===== config.mk =====
export PLATFORM = sky130hd
export DESIGN_NAME = classificador_digito
export DESIGN_NICKNAME = d
export VERILOG_FILES = /design/src/rtl/classificador_pkg.sv /design/src/rtl/classificador_digito_somador_linha.sv /design/src/rtl/classificador_digito.sv
export SDC_FILE = /design/constraint.sdc
export NUM_CORES = 1
export LEC_CHECK = 0
export ABC_AREA = 1
export BUFFER_PORTS_ARGS = -buffer_cell sky130_fd_sc_hd__buf_2
export CAP_MARGIN = 10
export CORE_AREA = 2 2 385 387
export CTS_BUF_LIST = sky130_fd_sc_hd__clkbuf_8
export DETAILED_ROUTE_END_ITERATION = 7
export DIE_AREA = 0 0 387 389
export RECOVER_POWER = 25
export SLEW_MARGIN = 30
export SYNTH_ARGS = -nofsm -noshare
export SYNTH_HDL_FRONTEND = slang
export SYNTH_SLANG_ARGS = --single-unit

===== constraint.sdc =====
create_clock -name clk -period 21.4 [get_ports clk]
set_input_delay 2.14 -clock clk [delete_from_list [all_inputs] [get_ports clk]]
set_output_delay 2.14 -clock clk [all_outputs]
set_load 0.02 [all_outputs]

===== src/rtl/classificador_pkg.sv =====
// classificador_pkg
// Shared constants and FSM state encoding for the digit classifier.
//   NUM_DIGITOS : number of digit templates scored per run
//   TAM_GRADE   : side of the square difference grid
//   PIXEL_W     : width of one difference pixel
//   SCORE_W     : width of the accumulated score
//   LINHA_W     : width of one row sum (11 * 255 = 2805 fits in 12 bits)
package classificador_pkg;

    localparam int NUM_DIGITOS = 10;
    localparam int TAM_GRADE   = 11;
    localparam int PIXEL_W     = 8;
    localparam int SCORE_W     = 16;
    localparam int LINHA_W     = 12;

    typedef enum logic [1:0] {
        IDLE,
        SOMA,
        COMPARA,
        FIM
    } estado_t;

endpackage


===== src/rtl/classificador_digito_somador_linha.sv =====
// somador_linha
// Combinational sum of one grid row (11 unsigned 8-bit pixels) into 12 bits.
// Ports:
//   linha : the 11 pixels of the row being summed
//   soma  : row sum, max 2805
module somador_linha
    import classificador_pkg::*;
(
    input  logic [TAM_GRADE-1:0][PIXEL_W-1:0] linha,
    output logic [LINHA_W-1:0]                soma
);

    always_comb begin
        soma = '0;
        for (int i = 0; i < TAM_GRADE; i++) begin
            soma = soma + LINHA_W'(linha[i]);
        end
    end

endmodule


===== src/rtl/classificador_digito.sv =====
// classificador_digito
// Walks the ten digit templates, steering an external mux through digito_sel,
// sums each 11x11 difference array one row per cycle and reports the digit
// with the smallest score (ties keep the lower digit).
// Optional feature macro: CLASSIFICADOR_REJEITA_EN -- when defined, valido
// reports whether the best score is <= LIMIAR; otherwise valido is 1 after
// every run.
// Ports:
//   clk, reset  : clock, synchronous active-high reset
//   start       : request a run (sampled in IDLE only)
//   diff_pixel  : difference array of the digit selected by digito_sel
//   digito_sel  : digit currently being scored
//   busy        : run in progress
//   done        : one-cycle pulse when results update
//   digito      : best digit
//   pontuacao   : best score
//   valido      : result accepted
//
// state   | meaning
// IDLE    | waiting for start
// SOMA    | adding one row of the selected digit per cycle
// COMPARA | comparing the finished score against the best so far
// FIM     | results published, done high for this cycle
module classificador_digito
    import classificador_pkg::*;
#(
    parameter logic [SCORE_W-1:0] LIMIAR = 16'd12000
)(
    input  logic                                             clk,
    input  logic                                             reset,
    input  logic                                             start,
    input  logic [TAM_GRADE-1:0][TAM_GRADE-1:0][PIXEL_W-1:0] diff_pixel,
    output logic [3:0]                                       digito_sel,
    output logic                                             busy,
    output logic                                             done,
    output logic [3:0]                                       digito,
    output logic [SCORE_W-1:0]                               pontuacao,
    output logic                                             valido
);

    localparam logic [3:0] ULTIMA_LINHA  = 4'(TAM_GRADE - 1);
    localparam logic [3:0] ULTIMO_DIGITO = 4'(NUM_DIGITOS - 1);

    estado_t              estado;
    logic [3:0]           linha;
    logic [SCORE_W-1:0]   acc;
    logic [SCORE_W-1:0]   melhor_score;
    logic [3:0]           melhor_idx;

    logic [LINHA_W-1:0]   soma_linha;
    logic                 melhora;
    logic [SCORE_W-1:0]   score_final;
    logic [3:0]           idx_final;

    somador_linha u_somador_linha (
        .linha (diff_pixel[linha]),
        .soma  (soma_linha)
    );

    // Outputs are registered, so the last comparison's winner is computed
    // here and loaded on the COMPARA->FIM edge; that way results are already
    // visible in the FIM cycle together with done.
    always_comb begin
        melhora     = (acc < melhor_score);
        score_final = melhora ? acc : melhor_score;
        idx_final   = melhora ? digito_sel : melhor_idx;
    end

    always_ff @(posedge clk) begin
        if (reset) begin
            estado       <= IDLE;
            linha        <= '0;
            acc          <= '0;
            melhor_score <= '1;
            melhor_idx   <= '0;
            digito_sel   <= '0;
            busy         <= 1'b0;
            done         <= 1'b0;
            digito       <= '0;
            pontuacao    <= '1;
            valido       <= 1'b0;
        end else begin
            case (estado)
                IDLE: begin
                    done <= 1'b0;
                    if (start) begin
                        estado       <= SOMA;
                        busy         <= 1'b1;
                        digito_sel   <= '0;
                        linha        <= '0;
                        acc          <= '0;
                        melhor_score <= '1;
                    end
                end
                SOMA: begin
                    // 121 * 255 = 30855 max, no overflow possible
                    acc <= acc + SCORE_W'(soma_linha);
                    if (linha == ULTIMA_LINHA) begin
                        estado <= COMPARA;
                    end else begin
                        linha <= linha + 4'd1;
                    end
                end
                COMPARA: begin
                    if (melhora) begin
                        melhor_score <= acc;
                        melhor_idx   <= digito_sel;
                    end
                    if (digito_sel == ULTIMO_DIGITO) begin
                        estado    <= FIM;
                        done      <= 1'b1;
                        digito    <= idx_final;
                        pontuacao <= score_final;
`ifdef CLASSIFICADOR_REJEITA_EN
                        valido    <= (score_final <= LIMIAR);
`else
                        valido    <= 1'b1;
`endif
                    end else begin
                        estado     <= SOMA;
                        digito_sel <= digito_sel + 4'd1;
                        acc        <= '0;
                        linha      <= '0;
                    end
                end
                FIM: begin
                    estado     <= IDLE;
                    done       <= 1'b0;
                    busy       <= 1'b0;
                    digito_sel <= '0;
                end
                default: estado <= IDLE;
            endcase
        end
    end

endmodule

==> flow_summary_export.csv <==
group,metric,value,unit
synth,synth_area,13870,µm²
die,ioPinCount,998,
layout,nets,4232,
synth,synth_most_common_cell,"nand2_1",
sta,hold_viol_final,0,
synth,ys.warnings.count,0,
clock_tree,clockRootBuffer,"clkbuf_8",
die,dieArea,150500,µm²
critical_path,cp.arrival,10390,ps
drt,drtIter0Drc,1867,
synth,synth-seq-cells,69,
synth,ys_seq_area_frac,0.09957,
global_routing,grt_usage,0.1978,
synth,netlist_top_cells_area,"o21ai_0 (10%), nand2_1 (10%), dfxtp_1 (10%)",
sta,final.setup.tns,0,ps
synth,synth_largest_area_cell,"o21ai_0",
drt,vias,21565,
synth,synth-async-reset-ratio,0,
sta,rsz0062_at_grt,"false",
sta,min_period,10210,ps
synth,synth.avg_cell_area,6.071,µm²
sta,finalCritPeriodShare,0.4773,
placed_design,placed_area,20860,µm²
critical_path,cp_slowest_cell,"a221oi_1",
sta,setup-violations-final,0,
layout,syn2layout_area_growth,52.90,%
clock_tree,cts_num_sinks,69,
synth,synth.top_cells.by_count,"nand2_1 (379), o21ai_0 (289), nor2_1 (266), inv_1 (197), nand3_1 (181)",
critical_path,endpoint_kind,"register",
synth,synth-main-ff-cell,"dfxtp_1",
drt,vias_per_cell,4.210,
critical_path,worst-setup-path-type,"reg -> reg",
drt,ant_nets,0,
layout,design_area,21210,µm²
die,core_area,146600,µm²
global_routing,grt_start_max_net_pins,88,
synth,synthDistinctLibCells,45,
drt,drc,0,
clock_tree,post-cts-setup-buffer-count,0,
outcome,status,"finished with violations",
clock_tree,ctsResizeCount,0,
die,start_util,0.09463,
critical_path,slowest_delay,1070,ps
synth,syn_inst,2285,
critical_path,startpoint_type,"register",
clock_tree,clock_latency,390,ps
sta,max_freq,97.90,MHz
clock_tree,cts_buffers,9,
drt,routed_wl,155000,µm
synth,synth_top_area_share,0.1043,
clock_tree,cts_tree,"done",
run,maxCapViolations,1,
clock_tree,clk_pin_slew,90,ps
global_routing,grt_pass1_vias,21062,
clock_tree,cts_max_path_buffers,2,
placed_design,dp_hpwl,135000,µm
synth,synth_edf_count,0,
placed_design,gp_congestion,0.9714,
global_routing,grt_pass1_wl,199100,µm
drt,wire_per_inst,30.27,µm
global_routing,antenna_found_initial,142,
layout,drive_above_1_share,0.3452,
drt,dr.pass1.iters,6,
hold_path,hold_path.class,"reg -> reg",
die,rows,141,
critical_path,required,21580,ps
global_routing,overflow,0,
sta,max_slew.worst_pin.slew,1965,ps
sta,slew_violations,38,
die,dieWidth,387,µm
sta,fin_skew,23.33,ps
die,chipHeight,389,µm
synth,syn_nets,3382,
critical_path,cpMostUsedCell,"inv_1",
sta,max-slew-margin-rel,-0.3102,
placed_design,io_buffer_count,997,
clock_tree,cts_max_level,3,
clock_tree,cts_hold_buf,0,
critical_path,critPathMaxFanout,86,
outcome,failed_checks,"capacitance limit, slew limit",
[state kept, by name (all words and copies together), names as in the netlist, 2 cells and up]
signal        cells
acc              16
digito            4
digito_sel        4
estado            2
linha             4
melhor_idx        4
melhor_score     16
pontuacao        16
[final timing paths]
check	startpoint	endpoint	slack, ps	cells after the start
setup / recovery	linha[0]	acc[9]	11190	37
hold / removal	pontuacao[8]	pontuacao[8]	470	2
setup reg to reg	linha[0]	acc[9]	11190	37
hold reg to reg	pontuacao[8]	pontuacao[8]	470	2
[critical path, delay by kind of cell, from the launching register on]
kind	cells	cell delay, ps
DFF	1	590
xor gates and xnor gates	2	380
AOI/OAI and AO/OA	9	2740
and+or+nand+nor	8	910
buffers and inverters	10	1800
adders and majority gates	8	3410
[area by class of cell]
cell class,count,area (µm²)
Clock buffer,9,123.9
Sequential cell,69,1389
Tap cell,1930,2415
Timing Repair Buffer,1033,5289
Fill cell,17188,125400
Multi-Input combinational cell,1817,10960
Clock inverter,7,102.6
Antenna cell,52,130.1
Inverter,205,804.5
[through the flow]
step	hold WS, ps	utilization	setup WS [ps]	cells
floorplan	475.1	-	13040	2285
global placement	449.4	0.1418	11440	5052
detailed placement	447.9	0.1423	11340	5054
CTS	468.6	0.1438	11300	5070
global route	489.0	0.1441	10580	5089
finish	473.4	0.1447	11190	5122
[layout by cell type (no fill, tap or decap), types with 8 or more instances in the layout]
| cell | instances |
|---|---|
| buf_2 | 996 |
| nand2_1 | 379 |
| o21ai_0 | 287 |
| nor2_1 | 265 |
| inv_1 | 196 |
| nand3_1 | 181 |
| o21ai_1 | 177 |
| a221oi_1 | 98 |
| a21oi_1 | 80 |
| a2bb2oi_1 | 72 |
| dfxtp_1 | 67 |
| fa_1 | 63 |
| ha_1 | 63 |
| diode_2 | 52 |
| o2111ai_1 | 37 |
| buf_4 | 31 |
| o221ai_1 | 28 |
| xor2_1 | 12 |
| a221oi_2 | 10 |
| clkbuf_8 | 9 |
| a22oi_1 | 8 |
[logic make-up (layout without fill, tap and decap cells)]
logic type,Yosys count,in the layout,share of synthesized area
flip-flops,69,69,0.09957
other,0,52,0
AND/OR/NAND/NOR,846,846,0.2503
adder cells (fa/ha/maj),126,126,0.1477
XOR/XNOR,16,16,0.01010
AO/OA/AOI/OAI,829,829,0.3773
buffers and inverters,399,1254,0.1151
[per-layer routing]
layer,routed length (µm),share of wire,vias up,global-route usage
met5,358,0.0023,-,0
met3,13180,0.085,217,0.05215
li1,-,-,9792,-
met2,72050,0.46,1162,0.3324
met4,3314,0.021,56,0.03180
met1,66140,0.43,10338,0.2560
Power is left out: the tool's default activity adds up to more than one toggle a clock period on the data nets, which glitch-free logic cannot reach.
